<file path="src/rtl/seg7_scan_driver.sv">
// Time-multiplexed DIGITS-wide hex display driver with prescaled scan and tear-free frame update.
// Optional: define SEG7_LEADING_ZERO_BLANK_EN to darken leading-zero digits (digit 0 always shown).
module seg7_scan_driver #(
  parameter int unsigned DIGITS          = 4,
  parameter int unsigned SCAN_DIV        = 1000,
  parameter bit          SEG_ACTIVE_HIGH = 1'b1,
  parameter bit          DIG_ACTIVE_HIGH = 1'b1
) (
  input  logic                  clk,
  input  logic                  reset_n,
  input  logic [4*DIGITS-1:0]   value,
  input  logic                  load,
  input  logic                  blank,
  output logic [6:0]            lights,
  output logic [DIGITS-1:0]     digit_en,
  output logic                  frame_done
);

  localparam int unsigned VAL_W = 4 * DIGITS;
  localparam int unsigned IDX_W = (DIGITS > 1) ? $clog2(DIGITS) : 1;
  localparam int unsigned PRE_W = $clog2(SCAN_DIV);
  localparam logic [PRE_W-1:0]  PRE_LAST = PRE_W'(SCAN_DIV - 1);
  localparam logic [IDX_W-1:0]  IDX_LAST = IDX_W'(DIGITS - 1);
  localparam logic [6:0]        SEG_XOR  = {7{!SEG_ACTIVE_HIGH}};
  localparam logic [DIGITS-1:0] DIG_XOR  = {DIGITS{!DIG_ACTIVE_HIGH}};

  logic [PRE_W-1:0]  presc_q, presc_d;
  logic [IDX_W-1:0]  idx_q, idx_d;
  logic [VAL_W-1:0]  pending_q, pending_d;
  logic [VAL_W-1:0]  shown_q, shown_d;
  logic [6:0]        lights_d;
  logic [DIGITS-1:0] digit_en_d;
  logic              frame_done_d;

  logic [3:0]        nib;
  logic [6:0]        seg;
  logic [DIGITS-1:0] onehot;
  logic              dark;

  // Next-state: prescaler, scan index, pending/shown transfer, and registered display outputs
  always_comb begin
    presc_d      = presc_q + PRE_W'(1);
    idx_d        = idx_q;
    pending_d    = pending_q;
    shown_d      = shown_q;
    frame_done_d = 1'b0;
    nib          = 4'h0;
    seg          = 7'b0000000;
    onehot       = '0;
    dark         = 1'b0;

    if (presc_q == PRE_LAST) begin
      presc_d = '0;
      if (idx_q == IDX_LAST) begin
        idx_d        = '0;
        shown_d      = pending_q;   // transfer uses pending from before any same-edge load
        frame_done_d = 1'b1;
      end else begin
        idx_d = idx_q + IDX_W'(1);
      end
    end

    if (load) begin
      pending_d = value;
    end

    for (int unsigned k = 0; k < DIGITS; k++) begin
      if (idx_q == IDX_W'(k)) begin
        nib       = shown_q[4*k +: 4];
        onehot[k] = 1'b1;
      end
    end

    case (nib)
      4'h0: seg = 7'b1111110;
      4'h1: seg = 7'b0110000;
      4'h2: seg = 7'b1101101;
      4'h3: seg = 7'b1111001;
      4'h4: seg = 7'b0110011;
      4'h5: seg = 7'b1011011;
      4'h6: seg = 7'b1011111;
      4'h7: seg = 7'b1110000;
      4'h8: seg = 7'b1111111;
      4'h9: seg = 7'b1111011;
      4'hA: seg = 7'b1110111;
      4'hB: seg = 7'b0011111;
      4'hC: seg = 7'b1001110;
      4'hD: seg = 7'b0111101;
      4'hE: seg = 7'b1001111;
      default: seg = 7'b1000111;
    endcase

`ifdef SEG7_LEADING_ZERO_BLANK_EN
    // Digit k>0 is dark when it and every higher nibble of shown are zero
    for (int unsigned k = 1; k < DIGITS; k++) begin
      if ((idx_q == IDX_W'(k)) && ((shown_q >> (4*k)) == '0)) begin
        dark = 1'b1;
      end
    end
`endif

    lights_d   = ((blank || dark) ? 7'b0000000 : seg) ^ SEG_XOR;
    digit_en_d = ((blank || dark) ? '0 : onehot) ^ DIG_XOR;
  end

  // State and output registers; outputs reset to their inactive levels
  always_ff @(posedge clk or negedge reset_n) begin
    if (!reset_n) begin
      presc_q    <= '0;
      idx_q      <= '0;
      pending_q  <= '0;
      shown_q    <= '0;
      lights     <= SEG_XOR;
      digit_en   <= DIG_XOR;
      frame_done <= 1'b0;
    end else begin
      presc_q    <= presc_d;
      idx_q      <= idx_d;
      pending_q  <= pending_d;
      shown_q    <= shown_d;
      lights     <= lights_d;
      digit_en   <= digit_en_d;
      frame_done <= frame_done_d;
    end
  end

endmodule

</file>
<file path="config.mk">
export PLATFORM = sky130hd
export DESIGN_NAME = seg7_scan_driver
export DESIGN_NICKNAME = d
export VERILOG_FILES = /design/src/rtl/seg7_scan_driver.sv
export SDC_FILE = /design/constraint.sdc
export NUM_CORES = 1
export LEC_CHECK = 0
export CORE_MARGIN = 2
export CORE_UTILIZATION = 55
export DETAILED_ROUTE_END_ITERATION = 7
export PLACE_DENSITY = 0.78
export SYNTH_ARGS = -nofsm -noshare
export SYNTH_HDL_FRONTEND = slang
export SYNTH_SLANG_ARGS = --single-unit
export TNS_END_PERCENT = 20
</file>
<file path="constraint.sdc">
create_clock -name clk -period 2.4 [get_ports clk]
set_input_delay 0.48 -clock clk [delete_from_list [all_inputs] [get_ports clk]]
set_output_delay 0.48 -clock clk [all_outputs]
set_load 0.005 [all_outputs]
</file>
==> results.toml, run 1 <==
[clock_tree]
clk_latency_ns = 0.30
clk_pin_slew_worst_paths_ns = 0.09
cts_tree = "built"
cts.repair.resized = 0
cts_made_buffers = 5
cts.sinks = 56
cts-root-buf = "clkbuf_8"
post_cts_buffers = 0
hold_buffers = 0
cts_max_level = 2
cts_buffer_depth = 2

[critical_path]
crit_path_top_delay_cell = "dfrtp_1"
crit_top_cell = "inv_1"
cp.required_ns = 2.59
path_max_fanout = 7
crit_chain = "ha_1, inv_1, o22ai_1, a31oi_2, ha_2, inv_1, o211a_1, a211o_1"
cp_data_arrival_time_ns = 2.41
critPathLaunch = "idx_q[0]"
worstSetupPathType = "flip-flop to flip-flop"
r2r_start = "idx_q[0]"
end_kind = "flip-flop"
reg2regPathDepth = 8
start_kind = "flip-flop"
slowest_delay_ns = 0.41

[die]
start_util = 0.581
die_y_um = 72.3
core_area_um2 = 4410
dieArea_um2 = 5220
io_pins = 32
rows = 24
die_w_um = 72.3

[logic_synthesis]
synth-main-ff-cell = "dfrtp_1"
async_flop_share = 1.00
synth_edf_count = 0
yosysMostFrequentCell = "dfrtp_1"
synthTopCellsByCount = "56 x dfrtp_1, 26 x mux2_2, 15 x nor2_1, 13 x nand2_1, 11 x ha_1"
netlist_area_um2 = 2560
ys_ff_latch = 56
syn_inst = 199
syn_area_per_cell_um2 = 12.9
ys_seq_area_frac = 0.547
yosysTopAreaCell = "dfrtp_1"
ys_warn_count = 0
yosysUniqueCellTypes = 38
syn_nets = 230
netlist.area_leader.share = 0.547
synthTopCellsByArea = "dfrtp_1 55%, mux2_2 11%, ha_1 5.4%"

[flow_run]
cap_viol_max_count = 0

[placed_design]
gp_congestion = 0.859
dpl.cell_count = 281
hpwl_um = 3000
port_buffers = 31

[pwr]
finalPower_w = 0.00161
power_density_nw_per_um2 = 532
leakagePower_nw = 1.37
ir_worst_vdd_mv = 0.443

[timing]
tns_ns = 0
setup_viol = 0
drv_slew = 0
worst_pin_slew_ns = 0.809
fin_skew_ns = 0.00332
period_share = 0.923
timing.final.hold_violations = 0
max_freq_mhz = 452
maxSlewHeadroom = 0.460
rsz0062_at_grt = "false"
min_period_ns = 2.21

[detailed_routing]
drc_errors = 0
wl_per_cell_um = 13.8
dr.pass1.iters = 4
vias = 1578
postRouteAntennaNets = 0
drt_iter0_markers = 83
drt_wl_total_um = 3980
avgViaCountPerCell = 5.46

[global_route]
first_global_vias = 1572
globalRouteOverflowTotal = 0
grt_pass1_wl_um = 7090
grt_start_max_net_pins = 39
track_usage = 0.176
grt_antenna_before_repair = 0

[min_path]
hold_class = "input pin to async pin"

[finish]
final_cells = 289
nets = 267
num_antenna_cells = 0
final_layout_size_suffix_gt1_frac = 0.228
area_growth_pct = 18.2

[status]
status = "complete, no violations"
-- worst paths after layout --
check                         endpoint  slack (ns)
setup / recovery             lights[3]        0.19
hold / removal              presc_q[7]        0.26
setup reg to reg             lights[3]        0.19
hold reg to reg             presc_q[0]        0.47
max in group asynchronous  digit_en[0]        1.48
min in group clk            presc_q[0]        0.47
-- layout by cell type (no fill, tap or decap), types with 2 or more instances in the layout --
cell type,instances
nand2_1,13
mux2_4,9
nand3b_1,3
mux2i_1,3
nor3_1,4
xor2_1,3
ha_1,10
clkbuf_8,6
o21ai_0,5
mux2_2,26
buf_4,6
clkdlybuf4s50_1,30
inv_1,7
a211oi_1,5
nor2b_1,4
o41ai_1,3
xnor2_1,2
o22ai_1,3
dfrtp_1,56
nor2_1,15
nand3_1,4
-- worst max-delay path, delay by kind of cell, from the launching register on --
family                   cells  cell delay [ns]
AO/OA/AOI/OAI                4             0.88
buffers and inverters        2             0.24
adder cells (fa/ha/maj)      2             0.59
flip-flops                   1             0.41
-- kinds of logic (layout without fill, tap and decap cells) --
| family | count (synthesis) | in the layout | share of synthesized area |
|---|---|---|---|
| adder cells (fa/ha/maj) | 11 | 11 | 0.0537 |
| multiplexers | 38 | 38 | 0.179 |
| buffers and inverters | 14 | 52 | 0.0278 |
| flip-flops | 56 | 56 | 0.547 |
| XOR/XNOR | 5 | 5 | 0.0171 |
| AO/OA/AOI/OAI | 25 | 25 | 0.0781 |
| AND/OR/NAND/NOR | 50 | 50 | 0.0981 |
-- state kept, by name, summed over array words and instances (netlist names) --
register / count
digit_en: 4
idx_q: 2
lights: 7
shown_q: 16
presc_q: 10
pending_q: 16
frame_done: 1
-- routing by layer --
layer	part of all wire	track usage
met1	0.47	0.229
met4	0.011	0.0524
met5	0	0
met2	0.48	0.290
met3	0.038	0.0472
-- cell type report --
type                       instances  area, µm²
clock inverter                     1       7.51
clock buffer                       7       86.3
inverter                           7       26.3
sequential                        56       1400
fill                             322       1380
timing repair buffer              37        350
tap                               52       65.1
multi-input combinational        129       1090
-- per-stage QoR --
| stage | utilization | cell area (µm²) | hold slack [ns] | setup slack, ns |
|---|---|---|---|---|
| after global placement | 0.665 | 2930 | 0.451 | 0.193 |
| after global routing | 0.687 | 3030 | 0.323 | 0.0272 |
| final | 0.687 | 3030 | 0.261 | 0.186 |
| after CTS | 0.686 | 3030 | 0.286 | 0.133 |
| after detailed placement | 0.665 | 2930 | 0.461 | 0.154 |
| after floorplan | - | 2560 | 0.184 | 0.220 |
-- power breakdown --
part	switching, W	leakage (nW)	total, W	internal [W]
Clock	0.000280	0.0445	0.000514	0.000235
Sequential	0.0000145	0.714	0.000990	0.000975
Combinational	0.0000399	0.611	0.000107	0.0000671
No activity file was read; power rests on OpenSTA's default activity.
==> run 2, diff against run 1 <==
Settings changed: CELL_PAD_IN_SITES_DETAIL_PLACEMENT set to 0, CELL_PAD_IN_SITES_GLOBAL_PLACEMENT set to 2, CORE_UTILIZATION 55 to 38, REMOVE_ABC_BUFFERS set to 1.
Clock period 2.4 ns to 2.1 ns, I/O delays scaled along.
==> results.toml, run 2 (synthesis gave the netlist of run 1 again) <==
[min_path]
hold_class = "input pin to async pin"

[detailed_routing]
wl_per_cell_um = 14.2
drc_errors = 0
vias = 1633
dr.pass1.iters = 4
avgViaCountPerCell = 4.99
drt_iter0_markers = 39
postRouteAntennaNets = 0
drt_wl_total_um = 4660

[global_route]
grt_antenna_before_repair = 0
grtUsageMet1 = 0.186
met2_usage = 0.218
grt_start_max_net_pins = 57
grt_use_met3 = 0.0327
grt_pass1_wl_um = 7960
track_usage = 0.136
grt_busiest_layer = "met2"
globalRouteOverflowTotal = 0
first_global_vias = 1669

[timing]
fin_ws_ns = 0.0995
maxSlewHeadroom = 0.713
max_freq_mhz = 500
timing.final.hold_violations = 0
setup_viol = 0
fin_skew_ns = 0.00438
tns_ns = 0
min_period_ns = 2.00
period_share = 0.953
worst_pin_slew_ns = 0.428
drv_slew = 0
rsz0062_at_grt = "true"

[pwr]
p_int_w = 0.00155
p_comb_frac = 0.064
seqPwrFrac = 0.580
switching_power_w = 0.000404
clockPowerShare = 0.356
ir_worst_vdd_mv = 0.349
swShare = 0.207
power_density_nw_per_um2 = 586
leakagePower_nw = 1.46

[die]
dieArea_um2 = 7420
die_w_um = 86.1
start_util = 0.399
die_y_um = 86.1
core_area_um2 = 6420
rows = 29
io_pins = 32

[placed_design]
port_buffers = 31
pre_cts_ws_ns = -0.0621
hpwl_um = 3320
gp_congestion = 0.782

[clock_tree]
hold_buffers = 0
clk_latency_ns = 0.31
cts_buffer_depth = 2
cts_max_level = 2
cts_tree = "built"
cts_made_buffers = 5
clk_pin_slew_worst_paths_ns = 0.10
cts-root-buf = "clkbuf_8"
cts.sinks = 56

[flow_run]
cap_viol_max_count = 0

[critical_path]
path_max_fanout = 7
rrSetupSlack_ns = 0.1
start_kind = "flip-flop"
cp_data_arrival_time_ns = 2.20
slowest_delay_ns = 0.44
crit_chain = "inv_4, ha_4, nand3b_1, a31oi_4, inv_2, ha_1, nand2_1, a211o_1"
cp.required_ns = 2.30
worstSetupPathType = "flip-flop to flip-flop"
crit_path_top_delay_cell = "dfrtp_2"
end_kind = "flip-flop"

[finish]
final_cell_mix = "54 x dfrtp_1, 30 x clkdlybuf4s50_1, 26 x mux2_2, 18 x buf_4, 14 x nor2_1"
final_common_cell = "dfrtp_1"
num_antenna_cells = 0
fillers = 552
nets = 280
final_layout_size_suffix_gt1_frac = 0.360
area_growth_pct = 30.1
largest_registers = "pending_q (16), shown_q (16), presc_q (10)"

[status]
status = "complete, no violations"
[run 2: cell types whose count changed in the layout (fill, tap and decap cells not counted), sizes merged]
cell	previous run	this run
clkbuf	7	6
clkinv	0	1
buf	7	20
bufinv	0	1
clkinvlp	1	0
[run 2: area by class of cell]
cell class,instances,area [µm²],share of cell area
sequential,56,1400,0.421
multi-input combinational,129,1240,0.371
timing repair buffer,50,460,0.138
tap,77,96.3,0.0289
clock buffer,6,72.6,0.0218
clock inverter,2,35.0,0.0105
inverter,7,31.3,0.00938
[run 2: power by group through the flow]
stage | clock network, W | logic, W | registers, W
after floorplan | 0 | 0.0000397 | 0.00115
after global placement | 0 | 0.000128 | 0.00115
after detailed placement | 0 | 0.000129 | 0.00115
after CTS | 0.000719 | 0.000130 | 0.00113
after global routing | 0.000770 | 0.000140 | 0.00114
final | 0.000695 | 0.000126 | 0.00113
[run 2: stage by stage]
step | instances | hold slack (ns) | cell area (µm²) | util | power [W]
detailed placement | 315 | 0.444 | 3050 | 0.474 | 0.00128
CTS | 325 | 0.105 | 3180 | 0.495 | 0.00198
floorplan | 192 | 0.124 | 2520 | - | 0.00119
global route | 327 | 0.113 | 3340 | 0.519 | 0.00205
finish | 327 | 0.0760 | 3340 | 0.519 | 0.00195
global placement | 315 | 0.445 | 3050 | 0.474 | 0.00128
[run 2: per-layer routing]
metal / part of all wire / up-vias
met4: 0.011 / 0
met2: 0.47 / 32
met5: 0 / -
li1: - / 809
met1: 0.48 / 787
met3: 0.034 / 5
[run 2: worst paths after layout]
path / start / endpoint / depth (start not counted)
max: idx_q[1] / lights[3] / 8
min: reset_n / digit_en[0] / 2
max reg2reg: idx_q[1] / lights[3] / 8
min reg2reg: presc_q[0] / presc_q[0] / 1
max in group asynchronous: reset_n / idx_q[1] / 2
min in group clk: presc_q[0] / presc_q[0] / 1
[run 2: repair_timing]
| action | 4_1_cts | 5_1_grt |
|---|---|---|
| gates resized for setup | 4 | 30 |
| buffers inserted | 2 | 2 |
| setup endpoints to repair | 5 | 7 |
| pin swaps | 1 | 3 |
| gates cloned | 0 | 0 |
[run 2: critical path, delay by kind of cell, from the launching register on]
kind / cells / cell delay [ns]
AOI/OAI and AO/OA: 2 / 0.55
adders and majority gates: 2 / 0.48
DFF: 1 / 0.44
and+or+nand+nor: 2 / 0.26
buffers and inverters: 2 / 0.16
